<file path="src/rtl/instr_fetch_pipe_pkg.sv">
// Shared constants and slot record for the instruction fetch pipeline.
package instr_fetch_pipe_pkg;

  localparam int unsigned INSTR_W     = 32;
  localparam int unsigned IMEM_ADDR_W = 12;

  typedef struct packed {
    logic               valid;
    logic [31:0]        pc;
    logic [INSTR_W-1:0] instr;
  } fetch_slot_t;

endpackage

</file>
<file path="src/rtl/instr_fetch_pipe_slot_reg.sv">
// One fetch pipeline slot: clear beats load, otherwise the slot holds.
module fetch_slot_reg
  import instr_fetch_pipe_pkg::*;
(
  input  logic        clk,
  input  logic        rst_n,
  input  logic        i_load,
  input  logic        i_clear,
  input  fetch_slot_t i_d,
  output fetch_slot_t o_q
);

  fetch_slot_t r_q;

  // Clear drops only the valid bit; stale payload is never observed.
  always_ff @(posedge clk) begin
    if (!rst_n) begin
      r_q <= '0;
    end else if (i_clear) begin
      r_q.valid <= 1'b0;
    end else if (i_load) begin
      r_q <= i_d;
    end
  end

  assign o_q = r_q;

endmodule

</file>
<file path="src/rtl/instr_fetch_pipe.sv">
// Three-slot instruction fetch stage (issue, data capture, output) between PC update and decode.
module instr_fetch_pipe
  import instr_fetch_pipe_pkg::*;
#(
  parameter int unsigned DATA = INSTR_W,
  parameter int unsigned ADDR = IMEM_ADDR_W
) (
  input  logic            clk,
  input  logic            rst_n,
  input  logic [31:0]     PC_in,
  input  logic            GRT_in,
  input  logic            Flush_in,
  input  logic            Stall_in,
  input  logic [DATA-1:0] Mem_rdata,
  output logic            Mem_req,
  output logic [ADDR-1:0] Mem_addr,
  output logic            Fetch_ready,
  output logic            valid_1,
  output logic            valid_2,
  output logic            valid_3,
  output logic [DATA-1:0] Instr_out,
  output logic [31:0]     PC_out
);

  fetch_slot_t r_s1, r_s2, r_s3;
  fetch_slot_t w_s1_d, w_s2_d;
  logic        r_s1_has_data;
  logic        w_adv1, w_adv2, w_adv3;
  logic        w_free1, w_free2, w_free3;
  logic        w_issue, w_capture;
  logic [DATA-1:0] w_s1_instr;

  assign w_adv3  = r_s3.valid && !Stall_in;
  assign w_free3 = !r_s3.valid || w_adv3;
  assign w_adv2  = r_s2.valid && w_free3;
  assign w_free2 = !r_s2.valid || w_adv2;
  assign w_adv1  = r_s1.valid && w_free2;
  assign w_free1 = !r_s1.valid || w_adv1;

  assign Fetch_ready = rst_n && w_free1 && !Flush_in;
  assign Mem_req     = GRT_in && Fetch_ready;
  assign Mem_addr    = PC_in[ADDR+1:2];
  assign w_issue     = Mem_req;

  // Read returns while S1 is blocked: park it in S1's instr field so it survives the stall.
  assign w_capture  = r_s1.valid && !r_s1_has_data && !w_adv1 && !Flush_in;
  assign w_s1_instr = r_s1_has_data ? r_s1.instr : Mem_rdata;

  always_comb begin
    w_s1_d       = '0;
    w_s1_d.valid = 1'b1;
    if (w_issue) begin
      w_s1_d.pc = PC_in;
    end else begin
      w_s1_d.pc    = r_s1.pc;
      w_s1_d.instr = Mem_rdata;
    end
  end

  always_comb begin
    w_s2_d       = '0;
    w_s2_d.valid = 1'b1;
    w_s2_d.pc    = r_s1.pc;
    w_s2_d.instr = w_s1_instr;
  end

  always_ff @(posedge clk) begin
    if (!rst_n || Flush_in) begin
      r_s1_has_data <= 1'b0;
    end else if (w_issue) begin
      r_s1_has_data <= 1'b0;
    end else if (w_capture) begin
      r_s1_has_data <= 1'b1;
    end else if (w_adv1) begin
      r_s1_has_data <= 1'b0;
    end
  end

  fetch_slot_reg u_slot1 (
    .clk     (clk),
    .rst_n   (rst_n),
    .i_load  (w_issue || w_capture),
    .i_clear (Flush_in || (w_adv1 && !w_issue)),
    .i_d     (w_s1_d),
    .o_q     (r_s1)
  );

  fetch_slot_reg u_slot2 (
    .clk     (clk),
    .rst_n   (rst_n),
    .i_load  (w_adv1),
    .i_clear (Flush_in || (w_adv2 && !w_adv1)),
    .i_d     (w_s2_d),
    .o_q     (r_s2)
  );

  fetch_slot_reg u_slot3 (
    .clk     (clk),
    .rst_n   (rst_n),
    .i_load  (w_adv2),
    .i_clear (Flush_in || (w_adv3 && !w_adv2)),
    .i_d     (r_s2),
    .o_q     (r_s3)
  );

  assign valid_1   = r_s1.valid;
  assign valid_2   = r_s2.valid;
  assign valid_3   = r_s3.valid;
  assign Instr_out = r_s3.instr;
  assign PC_out    = r_s3.pc;

endmodule
</file>
<file path="config.mk">
export PLATFORM = sky130hd
export DESIGN_NAME = instr_fetch_pipe
export DESIGN_NICKNAME = d
export VERILOG_FILES = /design/src/rtl/instr_fetch_pipe_pkg.sv /design/src/rtl/instr_fetch_pipe_slot_reg.sv /design/src/rtl/instr_fetch_pipe.sv
export SDC_FILE = /design/constraint.sdc
export NUM_CORES = 1
export LEC_CHECK = 0
export BUFFER_PORTS_ARGS = -buffer_cell sky130_fd_sc_hd__buf_2
export CAP_MARGIN = 10
export CORE_ASPECT_RATIO = 1.4
export CORE_MARGIN = 5
export CORE_UTILIZATION = 45
export DETAILED_ROUTE_END_ITERATION = 16
export GPL_ROUTABILITY_DRIVEN = 0
export PLACE_DENSITY = 0.66
export SLEW_MARGIN = 0
export SYNTH_ARGS = -nofsm -noshare
export SYNTH_HDL_FRONTEND = slang
export SYNTH_HIERARCHICAL = 1
export SYNTH_SLANG_ARGS = --single-unit
</file>
<file path="constraint.sdc">
create_clock -name clk -period 4.5 [get_ports clk]
set_clock_uncertainty 0.2 [all_clocks]
set_input_delay 0.9 -clock clk [delete_from_list [all_inputs] [get_ports clk]]
set_output_delay 0.9 -clock clk [all_outputs]
set_load 0.01 [all_outputs]
</file>
==> results of run 1 <==
==> metal layers <==
layer,up-vias,track usage [%],part of all wire (%)
li1,3360,-,-
met1,2904,19.9,45
met2,118,27.4,48
met3,21,4.89,5.1
met4,2,4.95,1.7
met5,-,0,0.11
==> cell families after synthesis <==
logic type / Yosys count / share of synthesized area (%)
flip-flops: 196 / 42.4
AO/OA/AOI/OAI: 5 / 0.352
buffers and inverters: 88 / 8.69
multiplexers: 259 / 29.1
AND/OR/NAND/NOR: 434 / 19.4
other: 1 / 0.0405
==> power breakdown <==
| group | total (mW) | switching [mW] | internal, mW |
|---|---|---|---|
| Sequential | 1.75 | 0.00451 | 1.74 |
| Clock | 1.59 | 0.660 | 0.927 |
| Combinational | 0.199 | 0.116 | 0.0827 |
==> flip-flops by register name, indices dropped and copies added, names as in the netlist <==
signal         cells
r_s1_has_data      1
u_slot3/o_q       65
u_slot1/o_q       65
u_slot2/o_q       65
==> through the flow <==
stage / hold WS, ns / util, %
4_1_cts: 0.258 / 50.2
3_5_place_dp: 0.244 / 47.2
3_3_place_gp: 0.239 / 47.2
6_report: 0.253 / 50.2
5_1_grt: 0.272 / 50.2
2_1_floorplan: 0.231 / -
==> cell type report <==
type / instances / share of cell area, %
Clock buffer: 18 / 4.19
Clock inverter: 12 / 1.76
Inverter: 2 / 0.0733
Multi-Input combinational cell: 700 / 44.2
Sequential cell: 196 / 38.3
Tap cell: 256 / 3.13
Timing Repair Buffer: 160 / 8.31
==> cell usage after synthesis (4+ instances only) <==
cell and instances:
mux2i_1 195, mux2_2 58, mux2_4 6, nand2_1 386, buf_4 18, nor3b_1 4
nor2b_1 29, dfxtp_1 196, clkbuf_1 6, buf_12 21, buf_2 39, and2b_1 4
==> tightest hold or removal path, delay by kind of cell (launching register included) <==
kind             cells  cell delay, ns
DFF                  1            0.31
muxes                1            0.05
and+or+nand+nor      1            0.05
==> final timing paths <==
check	from	slack [ns]	to	cells after the start
max	rst_n	1.14	Fetch_ready	5
min	u_slot3/o_q[33]	0.25	u_slot3/o_q[33]	2
max reg2reg	r_s1_has_data	1.70	u_slot1/o_q[37]	5
min reg2reg	u_slot3/o_q[33]	0.25	u_slot3/o_q[33]	2
==> metrics.yaml, run 1 <==
status: "completed"
syn_area_mm2: 0.00925
ant_nets: 0
yosysTopAreaCellShare_pct: 42.4
max-slew-margin-rel_pct: 23.7
syn_inst: 983
hold_buffers: 0
dp.final_hpwl_um: 12200
clk_path_buf_depth: 2
root_buffer: "clkbuf_16"
drive_above_1_share_pct: 24.0
synth-async-reset-ratio_pct: 0
cts_tree: "yes"
grt-ovfl-total: 0
wl_per_cell_um: 14.0
synth.area.top_cells: "dfxtp_1, mux2i_1, nand2_1"
arrival_ns: 2.26
endpoint_kind: "output port"
slowest_stage: "buf_4"
core-area_mm2: 0.0204
drt-initial-drc-count: 338
drc_errors: 0
crit_fanout: 108
ctsResizeCount: 0
numPortBuffers: 149
layout_common_cells: "nand2_1, mux2i_1, dfxtp_1"
p_per_area_mw_per_mm2: 345
die-area_mm2: 0.0236
critPathLaunchType: "primary input"
cap_violations: 0
nets: 1146
avgSynthCellArea_um2: 9.41
p_leak_nw: 3.78
worstSetupPathType: "primary input to output port"
ys.warnings.count: 6
dr.pass1.iters: 4
regArea_mm2: 0.00393
cts_setup_buffers: 0
via_count: 6405
viasPerCell: 4.77
grt_pass1_wl_um: 32000
synth_top_cell_by_area: "dfxtp_1"
synthToLayoutAreaGrowth_pct: 10.7
start_util_pct: 45.3
synth_edf_count: 0
die_w_um: 131
synth_ff_type: "dfxtp_1"
period_share_pct: 74.7
path_clk_slew_ns: 0.07
crit_path_max_incr_delay_ns: 0.72
crit_family: "buffers and inverters"
grt_max_degree: 282
antenna_cells: 0
cp_cell_sequence: "buf_8, buf_4, nand2b_1, nor2b_1, buf_2"
layout.cells.non_filler: 1344
fmax_mhz: 297
final_area_mm2: 0.0102
required_ns: 3.40
track_usage_pct: 16.2
ys_seq_area_share_pct: 42.4
layout_commonest_cell: "nand2_1"
fin_crit_ns: 3.36
die_h_um: 180
n_fill_cell: 1949
fp-row-count: 62
peakVddDrop_mv: 0.232
place_area_mm2: 0.00963
htree_levels: 4
antenna_found_initial: 1
hold_viol: 0
fin_tns_setup_ns: 0
slew_viol_final: 0
finalSetupViolCount: 0
clkSinkCount: 196
finalWorstSetupSlack_ns: 1.14
multi_input_area_mm2: 0.00453
tightest_slew_ns: 1.15
insertion_delay_ns: 0.43
path_buf_inv: 3
finalPower_mw: 3.53
drt-total-wl_um: 18800
numCtsBuffers: 17
grt_setup_unrepaired: "false"
hp-class: "register to register"
placed_cells: 1314
io_pins: 150
pre_cts_slack_ns: 1.15
synth-seq-cells: 196
first_global_vias: 6403
yosysUniqueCellTypes: 26
Note: power is estimated with default switching activity, not from simulation.
==> inputs of run 2 (changes only) <==
--- a/config.mk
+++ b/config.mk
@@ -12,7 +12,7 @@
 export CORE_UTILIZATION = 45
 export DETAILED_ROUTE_END_ITERATION = 16
 export GPL_ROUTABILITY_DRIVEN = 0
-export PLACE_DENSITY = 0.66
+export PLACE_DENSITY = 0.68
 export SLEW_MARGIN = 0
 export SYNTH_ARGS = -nofsm -noshare
 export SYNTH_HDL_FRONTEND = slang
==> constraint.sdc (replaced) <==
create_clock -name clk -period 3.09 [get_ports clk]
set_clock_uncertainty 0.2 [all_clocks]
set_input_delay 0.618 -clock clk [delete_from_list [all_inputs] [get_ports clk]]
set_output_delay 0.618 -clock clk [all_outputs]
set_load 0.01 [all_outputs]
==> run 2 against run 1 <==
Effect of this change:
- critical path depth shrank 2
- sequential power up 45%
- combinational power rose by 48%
- critical path type is now register to output port
- clock power increased by 38%
- total power grew 42%
- wire length decreased by 2.5%
- flip-flop and latch count stayed put
- non-clock buffer count is 2 lower
- die area unchanged
- via count grew 1.2%
- cell count did not move
- critical endpoint is now Mem_req
- cell area grew 0.17%
==> metrics.yaml, run 2 (synthesis gave the netlist of run 1 again) <==
grt_pass1_wl_um: 30700  # -3.8%
viasPerCell: 4.82  # +1.2%
endpoint_kind: "output port"
slew_viol_final: 0  # unchanged
n_fill_cell: 1946  # -0.15%
arrival_ns: 1.66  # -0.60 ns
cts_tree: "yes"
cap_violations: 0  # unchanged
insertion_delay_ns: 0.43  # about the same
path_clk_slew_ns: 0.07  # about the same
tightest_slew_ns: 0.879  # -0.266 ns
layout_common_cells: "nand2_1, mux2i_1, dfxtp_1"
fin_crit_ns: 2.48
drt-total-wl_um: 18400  # -2.5%
cts_setup_buffers: 0  # unchanged
start_util_pct: 45.3  # unchanged
nets: 1144  # -0.17%
crit_family: "simple AND/OR/NAND/NOR gates"
core-area_mm2: 0.0204  # unchanged
dp.final_hpwl_um: 11800  # -3.4%
drc_errors: 0  # unchanged
clk_path_buf_depth: 2  # unchanged
grt-ovfl-total: 0  # unchanged
required_ns: 2.27  # -1.13 ns
hold_viol: 0  # unchanged
htree_levels: 4  # unchanged
slowest_stage: "dfxtp_1"
path_buf_inv: 1  # -2
reg2reg_depth: 6  # +1
worstReg2RegStart: "u_slot2/o_q[64]"
ctsResizeCount: 0  # unchanged
wl_per_cell_um: 13.7  # -2.5%
antenna_cells: 0  # unchanged
period_share_pct: 80.3
hp-class: "register to register"
critPathLaunchType: "register"
dr.pass1.iters: 4  # unchanged
drive_above_1_share_pct: 24.1  # +0.092 points
root_buffer: "clkbuf_16"
layout_commonest_cell: "nand2_1"
r2r-end: "u_slot1/o_q[47]"
min_path_cells: 2  # unchanged
ant_nets: 0  # unchanged
clkSinkCount: 196  # unchanged
drt-initial-drc-count: 282  # -17%
antenna_found_initial: 0  # -1
hold_slack_ns: 0.250  # -0.00265 ns
grt_max_degree: 221  # -22%
die-area_mm2: 0.0236  # unchanged
p_leak_nw: 3.79  # +0.27%
hold_buffers: 0  # unchanged
first_global_vias: 6307  # -1.5%
fp-row-count: 62  # unchanged
worstSetupPathType: "register to output port"
p_per_area_mw_per_mm2: 490  # +42%
numCtsBuffers: 17  # unchanged
io_pins: 150  # unchanged
status: "completed"
fmax_mhz: 403
die_w_um: 131  # unchanged
max-slew-margin-rel_pct: 41.4  # +18 points
grt_setup_unrepaired: "false"
hold_start: "u_slot2/o_q[35]"
via_count: 6479  # +1.2%
fin_tns_setup_ns: 0  # unchanged
crit_path_max_incr_delay_ns: 0.50  # -0.22 ns
hold_end: "u_slot3/o_q[35]"
track_usage_pct: 15.6  # -0.61 points
peakVddDrop_mv: 0.327  # +41%
numPortBuffers: 149  # unchanged
r2r_slack_ns: 0.64  # -1.06 ns
finalSetupViolCount: 0  # unchanged
cp_cell_sequence: "nand4_2, and4b_4, buf_2"
die_h_um: 180  # unchanged
crit_fanout: 17  # -84%
synthToLayoutAreaGrowth_pct: 10.9
[run 2: cell types whose count changed in the layout (fill, tap and decap cells not counted), sizes merged]
cell,delta
buf,-2
bufinv,-3
clkinv,+4
clkinvlp,-4
inv,+5
[run 2: routing by layer]
| layer | wire [µm] | global-route usage, % | vias to the layer above |
|---|---|---|---|
| met5 | 0 | 0 | - |
| met4 | 363 | 5.62 | 0 |
| met3 | 922 | 4.53 | 23 |
| met2 | 8770 | 25.9 | 107 |
| met1 | 8300 | 19.3 | 2985 |
| li1 | - | - | 3364 |
[run 2: where the power goes]
| group | leakage (nW) | total [mW] | switching (mW) | internal, mW |
|---|---|---|---|---|
| Combinational | 1.93 | 0.295 | 0.171 | 0.124 |
| Sequential | 1.58 | 2.54 | 0.00684 | 2.54 |
| Clock | 0.286 | 2.19 | 1.03 | 1.16 |
| Total | 3.79 | 5.03 | 1.21 | 3.82 |
[run 2: how the worst max path moves through the flow]
| stage | start | end | slack (ns) | depth (start not counted) |
|---|---|---|---|---|
| 6_report | u_slot2/o_q[64] | Mem_req | 0.61 | 3 |
| 5_1_grt | u_slot2/o_q[64] | u_slot1/o_q[53] | 0.44 | 6 |
| 4_1_cts | u_slot2/o_q[64] | Mem_req | 0.59 | 3 |
| 3_5_place_dp | Stall_in | u_slot1/o_q[5] | 0.44 | 7 |
| 3_3_place_gp | Stall_in | u_slot1/o_q[61] | 0.53 | 7 |
| 2_1_floorplan | Stall_in | u_slot1/o_q[0] | 0.79 | 9 |
[run 2: stage by stage]
stage | util [%] | cell area (µm²) | worst slack (ns) | power, mW | instances
floorplan | - | 9250 | 0.786 | 2.83 | 984
global route | 50.3 | 10300 | 0.440 | 5.24 | 1344
CTS | 50.3 | 10300 | 0.586 | 5.11 | 1344
finish | 50.3 | 10300 | 0.610 | 5.03 | 1344
detailed placement | 47.4 | 9680 | 0.442 | 2.90 | 1312
global placement | 47.4 | 9680 | 0.528 | 2.90 | 1312
[run 2: worst reg2reg max path, stage by stage, from the launching register on]
cell and delay [ns]:
dfxtp_1 0.50, nand4_2 0.20, or2_2 0.31, a21oi_1 0.23, nor2b_4 0.23, buf_4 0.44
mux2i_1 0.28
[run 2: cell type report]
type / instances / area, µm² / share of cell area (%)
inverters: 2 / 7.51 / 0.0732
flip-flops and latches: 196 / 3930 / 38.3
well taps: 256 / 320 / 3.12
clock inverters: 14 / 140 / 1.37
clock buffers: 18 / 439 / 4.28
multi-input cells: 700 / 4530 / 44.1
repair buffers: 158 / 898 / 8.76
